File: src/rtl/key_highlight_controller.sv
// Key highlight controller: accepts key presses from the keyboard or the
// playback sequencer and shows the key on screen for HOLD_FRAMES frames.
// The display only changes on frame_start, so a frame is never drawn with
// two different highlights.
module key_highlight_controller #(
    parameter int HOLD_FRAMES = 8
) (
    input  logic       Clk,
    input  logic       Reset,
    input  logic       frame_start,
    input  logic [1:0] function_mode,
    input  logic       kb_valid,
    input  logic [3:0] kb_key,
    input  logic       seq_valid,
    input  logic [3:0] seq_key,
    output logic       seq_ready,
    output logic [3:0] key_highlight,
    output logic       busy
);

    typedef enum logic [1:0] {
        IDLE    = 2'd0,
        PENDING = 2'd1,
        SHOW    = 2'd2
    } state_e;

    localparam logic [5:0] HOLD_M1 = 6'(HOLD_FRAMES - 1);

    state_e     state_q, state_d;
    logic [3:0] key_highlight_q, key_highlight_d;
    logic [3:0] pending_key_q, pending_key_d;
    logic       pending_valid_q, pending_valid_d;
    logic [5:0] frame_cnt_q, frame_cnt_d;

    logic       mode_kbd;
    logic       req_acc;
    logic [3:0] req_key;
    logic       req_ok;
    logic       apply_pending;

    // Request arbitration: keyboard always wins over the sequencer; menus block both.
    always_comb begin
        mode_kbd  = (function_mode == 2'd0);
        seq_ready = mode_kbd & ~kb_valid & ~Reset;
        req_acc   = mode_kbd & (kb_valid | (seq_valid & seq_ready));
        req_key   = kb_valid ? kb_key : seq_key;
        // Out-of-range keys still complete the handshake but are discarded.
        req_ok    = req_acc & (req_key >= 4'd1) & (req_key <= 4'd12);
    end

    // Next-state logic: frame boundary bookkeeping first, then a new request
    // (so a coincident request becomes pending for the following frame).
    always_comb begin
        state_d         = state_q;
        key_highlight_d = key_highlight_q;
        pending_key_d   = pending_key_q;
        pending_valid_d = pending_valid_q;
        frame_cnt_d     = frame_cnt_q;
        apply_pending   = (state_q == PENDING) || ((state_q == SHOW) && pending_valid_q);

        if (!mode_kbd) begin
            state_d         = IDLE;
            key_highlight_d = 4'd0;
            pending_valid_d = 1'b0;
            frame_cnt_d     = 6'd0;
        end else begin
            if (frame_start) begin
                if (apply_pending) begin
                    key_highlight_d = pending_key_q;
                    frame_cnt_d     = HOLD_M1;
                    pending_valid_d = 1'b0;
                    state_d         = SHOW;
                end else if (state_q == SHOW) begin
                    if (frame_cnt_q != 6'd0) begin
                        frame_cnt_d = frame_cnt_q - 6'd1;
                    end else begin
                        key_highlight_d = 4'd0;
                        state_d         = IDLE;
                    end
                end
            end
            if (req_ok) begin
                pending_key_d   = req_key;
                pending_valid_d = 1'b1;
                if (state_d == IDLE) begin
                    state_d = PENDING;
                end
            end
        end
    end

    // State registers; reset overrides everything including frame_start.
    always_ff @(posedge Clk) begin
        if (Reset) begin
            state_q         <= IDLE;
            key_highlight_q <= 4'd0;
            pending_key_q   <= 4'd0;
            pending_valid_q <= 1'b0;
            frame_cnt_q     <= 6'd0;
        end else begin
            state_q         <= state_d;
            key_highlight_q <= key_highlight_d;
            pending_key_q   <= pending_key_d;
            pending_valid_q <= pending_valid_d;
            frame_cnt_q     <= frame_cnt_d;
        end
    end

    assign key_highlight = key_highlight_q;
    assign busy          = (state_q != IDLE);

endmodule

File: config.mk
export PLATFORM = sky130hd
export DESIGN_NAME = key_highlight_controller
export DESIGN_NICKNAME = d
export VERILOG_FILES = /design/src/rtl/key_highlight_controller.sv
export SDC_FILE = /design/constraint.sdc
export NUM_CORES = 1
export LEC_CHECK = 0
export BUFFER_PORTS_ARGS = -buffer_cell sky130_fd_sc_hd__buf_2
export CORE_MARGIN = 4
export CORE_UTILIZATION = 33
export CTS_CLUSTER_DIAMETER = 40
export DETAILED_ROUTE_END_ITERATION = 10
export SYNTH_ARGS = -nofsm -noshare
export SYNTH_HDL_FRONTEND = slang
export SYNTH_SLANG_ARGS = --single-unit
File: constraint.sdc
create_clock -name Clk -period 2 [get_ports Clk]
set_input_delay 0.1 -clock Clk [delete_from_list [all_inputs] [get_ports Clk]]
set_output_delay 0.1 -clock Clk [all_outputs]
set_load 0.02 [all_outputs]
; After elaboration in Yosys (flattened, before gate mapping)
; Cells that the tools add are included.
[word_totals]
output_inout_bits = 6
regBits = 17
[classes]
n_addsub = 1
bitwise_logic = 10
mux = 17
n_reduce_logical = 15
eq_ne = 3
magnitude_cmp = 2
[ops]
columns = op, count
row1 = 6-bit 2-to-1 mux, 3
row2 = 4-bit 2-to-1 mux, 4
row3 = 2-bit 2-to-1 mux, 7
row4 = 2-bit nonzero test, 5
row5 = 1-bit bitwise AND, 6
row6 = 3-bit AND reduction, 2
row7 = 6-bit nonzero test, 1
row8 = "6-bit by 1-bit subtractor with 6-bit output, second input constant", 1
row9 = "4-bit by 1-bit >= comparator with 1-bit output, second input constant", 1
row10 = "4-bit <= comparator, second input constant", 1
row11 = 2-bit logical NOT, 2
row12 = 2-bit AND reduction, 2
row13 = 1-bit 2-to-1 mux, 3
row14 = 1-bit inverter, 3
row15 = "2-bit by 1-bit == test with 1-bit output, second input constant", 1
row16 = "2-bit == test, second input constant", 1
row17 = "2-bit != test, second input constant", 1
row18 = 2-bit OR reduction, 1
row19 = 1-bit logical AND, 1
row20 = 1-bit logical OR, 1
row21 = 1-bit bitwise OR, 1

; Longest topological paths before layout
[depth]
ltp_word = 10
ltp_mapped = 6
ltp_nobuf = 5

; Least setup slack after synthesis
; No wires, ideal clock.
[synth_timing]
kind = reg2reg
start = register frame_cnt_q[0]
end = register frame_cnt_q[3]
path_slack_ns = 0.399
period_less_slack_ns = 1.601
arrival_ns = 1.515
stages_incl_launch_ff = 7
path_buffers = 1
setup_time_ns = 0.086
cell_sequence = dfxtp_1 inv_1 ha_1 and3_1 clkbuf_1 or4_1 a211oi_1
[synth_via]
elab_chain_len = 4
elab_cells_between_ends = 7
cone_classes = add/sub: 1 / mux: 3 / reduce/logical: 3
[synth_rtl]
columns = element, line
row1 = from (decl), 33  ; logic [5:0] frame_cnt_q, frame_cnt_d;
row2 = from (signal assigned), 105  ; frame_cnt_q <= frame_cnt_d;
row3 = 6-bit by 1-bit subtractor with 6-bit output, 75  ; frame_cnt_d = frame_cnt_q - 6'd1;
row4 = 6-bit 2-to-1 mux, 74  ; if (frame_cnt_q != 6'd0) begin
row5 = 6-bit 2-to-1 mux, 73  ; end else if (state_q == SHOW) begin
row6 = 6-bit 2-to-1 mux, 68  ; if (apply_pending) begin
; Parallel ways exist; a longest one is shown, timed or not. The select of a mux whose other input is x is not followed.
; A chain may end at the register's enable or synchronous reset.

; Worst setup path after layout
[layout_timing]
start = register state_q[0]
end = register frame_cnt_q[3]
[layout_via]
elab_chain_len = 5
elab_cells_between_ends = 8
cone_classes = eq/ne: 2 / mux: 1 / reduce/logical: 5
[layout_rtl]
columns = element, line
row1 = from (decl), 29  ; state_e state_q, state_d;
row2 = from (signal assigned), 101  ; state_q <= state_d;
row3 = 2-bit == test, "59, 73"
row4 = 1-bit logical AND, 59  ; apply_pending = (state_q == PENDING) || ((state_q == SHOW) && pending_valid_q);
row5 = 1-bit logical OR, 59
row6 = 2-bit nonzero test (no line), n/a
row7 = 3-bit AND reduction (no line), n/a
; Parallel ways exist; a longest one is shown, timed or not.

==> run summary <==
FLOORPLAN
---------------------------------------------------------------------------------
Initial cell density of the core                                           0.3592
Number of top-level design ports                                               21
Placement row count                                                            18
Die Ht                                                                   60.86 um
Die Span X                                                               60.86 um
Area of the die                                                         3704 um^2
Area of the core region                                                 2567 um^2

CLOCK TREE
---------------------------------------------------------------------------------
Number of sinks handled by clock tree synthesis                                17
Resized Gates After CTS                                                         0
Clock tree from TritonCTS                                                     yes
Clk slew on worst S/H paths                                               0.10 ns
Num CTS Buffers                                                                 3
Postcts setup bufs                                                              0
Cell at the root of the clock tree                                   sky130_fd_sc_hd__clkbuf_4
Later-pin clock latency in the skew report                                0.29 ns
Maximum count of clock buffers along a single path                              2
Hold buffers post-CTS                                                           0
Count of H-tree levels built during CTS                                         1

STA
---------------------------------------------------------------------------------
Max-slew violations                                                             0
Unrepaired setup endpoints after global routing                             false
Min cycle time layout                                                    1.773 ns
Setup TNS                                                                    0 ns
Clock Skews                                                           0.005536 ns
Fin Hold WS                                                            0.04799 ns
Final setup viols                                                               0
Achievable frequency                                                    564.1 MHz
Final period utilization                                                   0.8864
Final Hold Violating Endpoints                                                  0
Transition time at the pin with the least slew margin                   0.5764 ns
Tightest slew margin relative to the limit                                 0.6123

GLOBAL ROUTE
---------------------------------------------------------------------------------
Antenna violations before repair                                                0
Number of global-route vias before repair                                     867
GRT Overall Usage                                                          0.1293
Overflow after GRT                                                              0
Maximum number of pins on one net before global-route repair                   14
First-pass GRT wire length                                                3588 um

DRT
---------------------------------------------------------------------------------
Via count normalized by instance count                                      5.440
DRT Pass-1 Iters                                                                4
Overall via count from detail_route                                           865
Number of nets with antenna violations after routing                            0
Starting DRT DRC Count                                                         24
Detailed-route wire length                                                2050 um
Post-detailed-route DRC marker count                                            0
Drt wl/cell                                                              12.89 um

SYNTH
---------------------------------------------------------------------------------
Share of synthesized registers carrying an async set or reset                   0
Count of warnings emitted by yosys                                              0
Portion of synthesized cell area occupied by the leading cell type         0.3691
Number of different library cells in the post-synthesis netlist                34
Netlist area before placement                                          922.1 um^2
Number of nets produced by synthesis                                          126
Count of state elements after synthesis                                        17
Syn Inst Count                                                                109
Most used flip-flop cell after synthesis                             sky130_fd_sc_hd__dfxtp_1
Synth area leaders                                                   sky130_fd_sc_hd__dfxtp_1 37%, sky130_fd_sc_hd__mux2i_1 6.5%, sky130_fd_sc_hd__a21oi_1 4.3%, sky130_fd_sc_hd__o21ai_0 3.8%, sky130_fd_sc_hd__a31oi_1 3.4%
Cell taking the most area after synthesis                            sky130_fd_sc_hd__dfxtp_1
Most frequently used cell type in the post-synthesis netlist         sky130_fd_sc_hd__dfxtp_1
Sequential fraction of the synthesis area                                  0.3691
Synth cell count leaders                                             17 x sky130_fd_sc_hd__dfxtp_1, 8 x sky130_fd_sc_hd__a21oi_1, 7 x sky130_fd_sc_hd__nand2_1, 7 x sky130_fd_sc_hd__o21ai_0
Number of synthesized flops with an enable pin                                  0
Synth Area per Inst                                                    8.460 um^2

SETUP PATH
---------------------------------------------------------------------------------
Arrival time at the worst endpoint                                        1.99 ns
Required arrival time at the worst endpoint                               2.21 ns
Sort of element at the start of the critical path                       flip-flop
Maximum single-stage delay on the critical path                           0.50 ns
Ordered cell list for the critical path                              and2b_1 > o21ai_0 > buf_4 > or4_1 > a211oi_1
Reg-to-reg setup timing slack                                             0.23 ns
Worst R2R Path Depth                                                            5
Cell type of the slowest stage on the worst timing path              sky130_fd_sc_hd__or4_1
Setup CP Type                                                             reg2reg
Crit path max fanout                                                           12
CP endpoint kind                                                        flip-flop
Critical R2R Launch                                                    state_q[0]
Crit Reg-Reg Endpoint                                                frame_cnt_q[3]

CELLS AND AREA
---------------------------------------------------------------------------------
Number of antenna cells inserted                                                0
Area growth from synthesis to final layout                                 15.74%
Final cell area excluding filler cells                                  1067 um^2
Filler Cell Count                                                             292
Layout Cells excl Fill                                                        159
Share of post-route cells with drive strength above 1                      0.2248
Net count of the finished layout                                              147

WORST HOLD PATH
---------------------------------------------------------------------------------
Worst min path class                                                       in2reg
Hold Crit Start                                                             Reset
Cell count of the worst hold path                                               2
Endpoint of the worst hold path                                      pending_key_q[1]

OUTCOME
---------------------------------------------------------------------------------
Run status                                                              completed

PLACEMENT
---------------------------------------------------------------------------------
# port buffers                                                                 20
Placed Cells incl. Taps                                                       155
Post-detailed-placement cell area                                       1040 um^2
GP Congestion                                                              0.7875
DP Wirelength                                                             1615 um

PWR
---------------------------------------------------------------------------------
Maximum resistive drop on vdd                                            371.6 uV
Total power per unit cell area                                       558.7 nW/um^2
Reported leakage power                                                  0.4070 nW

JOB
---------------------------------------------------------------------------------
Maximum capacitance violations                                                  0

[flip-flops by register name, indices dropped and copies added (netlist names)]
signal,flops
pending_valid_q,1
state_q,2
frame_cnt_q,6
key_highlight,4
pending_key_q,4
[kinds of logic (layout without fill, tap and decap cells)]
| group | count (synthesis) | after routing | share of synthesized area |
|---|---|---|---|
| AO/OA/AOI/OAI | 37 | 37 | 0.2592 |
| adder cells (fa/ha/maj) | 2 | 2 | 0.02713 |
| buffers and inverters | 11 | 31 | 0.05427 |
| flip-flops | 17 | 17 | 0.3691 |
| multiplexers | 6 | 6 | 0.06513 |
| AND/OR/NAND/NOR | 36 | 36 | 0.2253 |
[power breakdown]
group	internal [W]	switching (W)
sequential	0.000344	0.00000343
clock	0.0000744	0.000110
combinational	0.0000301	0.0000346
total	0.000448	0.000148
[worst max-delay path, delay by kind of cell, from the launching register on]
family	cells	cell delay [ns]
buffers and inverters	1	0.18
and+or+nand+nor	2	0.72
DFF	1	0.46
AOI/OAI and AO/OA	2	0.33
[area by class of cell]
type | instances | area (um^2) | share of cell area
multi-input cells | 81 | 531.8 | 0.4982
inverters | 6 | 22.52 | 0.02110
well taps | 30 | 37.54 | 0.03517
repair buffers | 21 | 107.6 | 0.1008
clock inverters | 1 | 5.005 | 0.004689
clock buffers | 3 | 22.52 | 0.02110
flip-flops and latches | 17 | 340.3 | 0.3189
[how the worst max path moves through the flow]
| stage | endpoint | from | cells past startpoint |
|---|---|---|---|
| global route | frame_cnt_q[3] | state_q[0] | 5 |
| detailed placement | frame_cnt_q[3] | state_q[0] | 5 |
| finish | frame_cnt_q[3] | state_q[0] | 5 |
| global placement | frame_cnt_q[3] | state_q[0] | 5 |
| CTS | frame_cnt_q[3] | state_q[0] | 5 |
| floorplan | frame_cnt_q[3] | frame_cnt_q[0] | 6 |
[placed cells by master, fill, tap and decap left out, drive strengths merged]
cell     synthesis  layout
or4              3       3
a211oi           4       4
nor3b            1       1
and2b            1       1
or3              4       4
a31o             2       2
nand2b           1       1
buf              2      21
nand2            7       7
a31oi            5       5
a21boi           2       2
o21a             4       4
or2              1       1
o31ai            2       2
clkbuf           3       3
and3             2       2
dfxtp           17      17
nor4b            2       2
and3b            1       1
clkinv           0       1
a41oi            1       1
nand3            3       3
o2bb2ai          1       1
mux2i            6       6
o21ai            7       7
o211ai           1       1
nor3             2       2
nor4             1       1
nor2b            2       2
nor2             5       5
a21oi            8       8
ha               2       2
inv              6       6
[metrics by stage]
stage	power [W]	setup WS (ns)	utilization
final	0.0005962	0.2273	0.4157
after CTS	0.0006062	0.2280	0.4157
after global routing	0.0006243	0.08164	0.4157
after floorplan	0.0003975	0.3991	-
after detailed placement	0.0004204	0.2494	0.4050
after global placement	0.0004191	0.3364	0.4050
[routing by layer]
layer | routed length (um) | share of wire | track usage
met2 | 1024 | 0.50 | 0.2275
met4 | 21 | 0.010 | 0.04334
met5 | 0 | 0 | 0
met1 | 931 | 0.45 | 0.1463
met3 | 72 | 0.035 | 0.04255
Power figures use the tool's default switching activity.
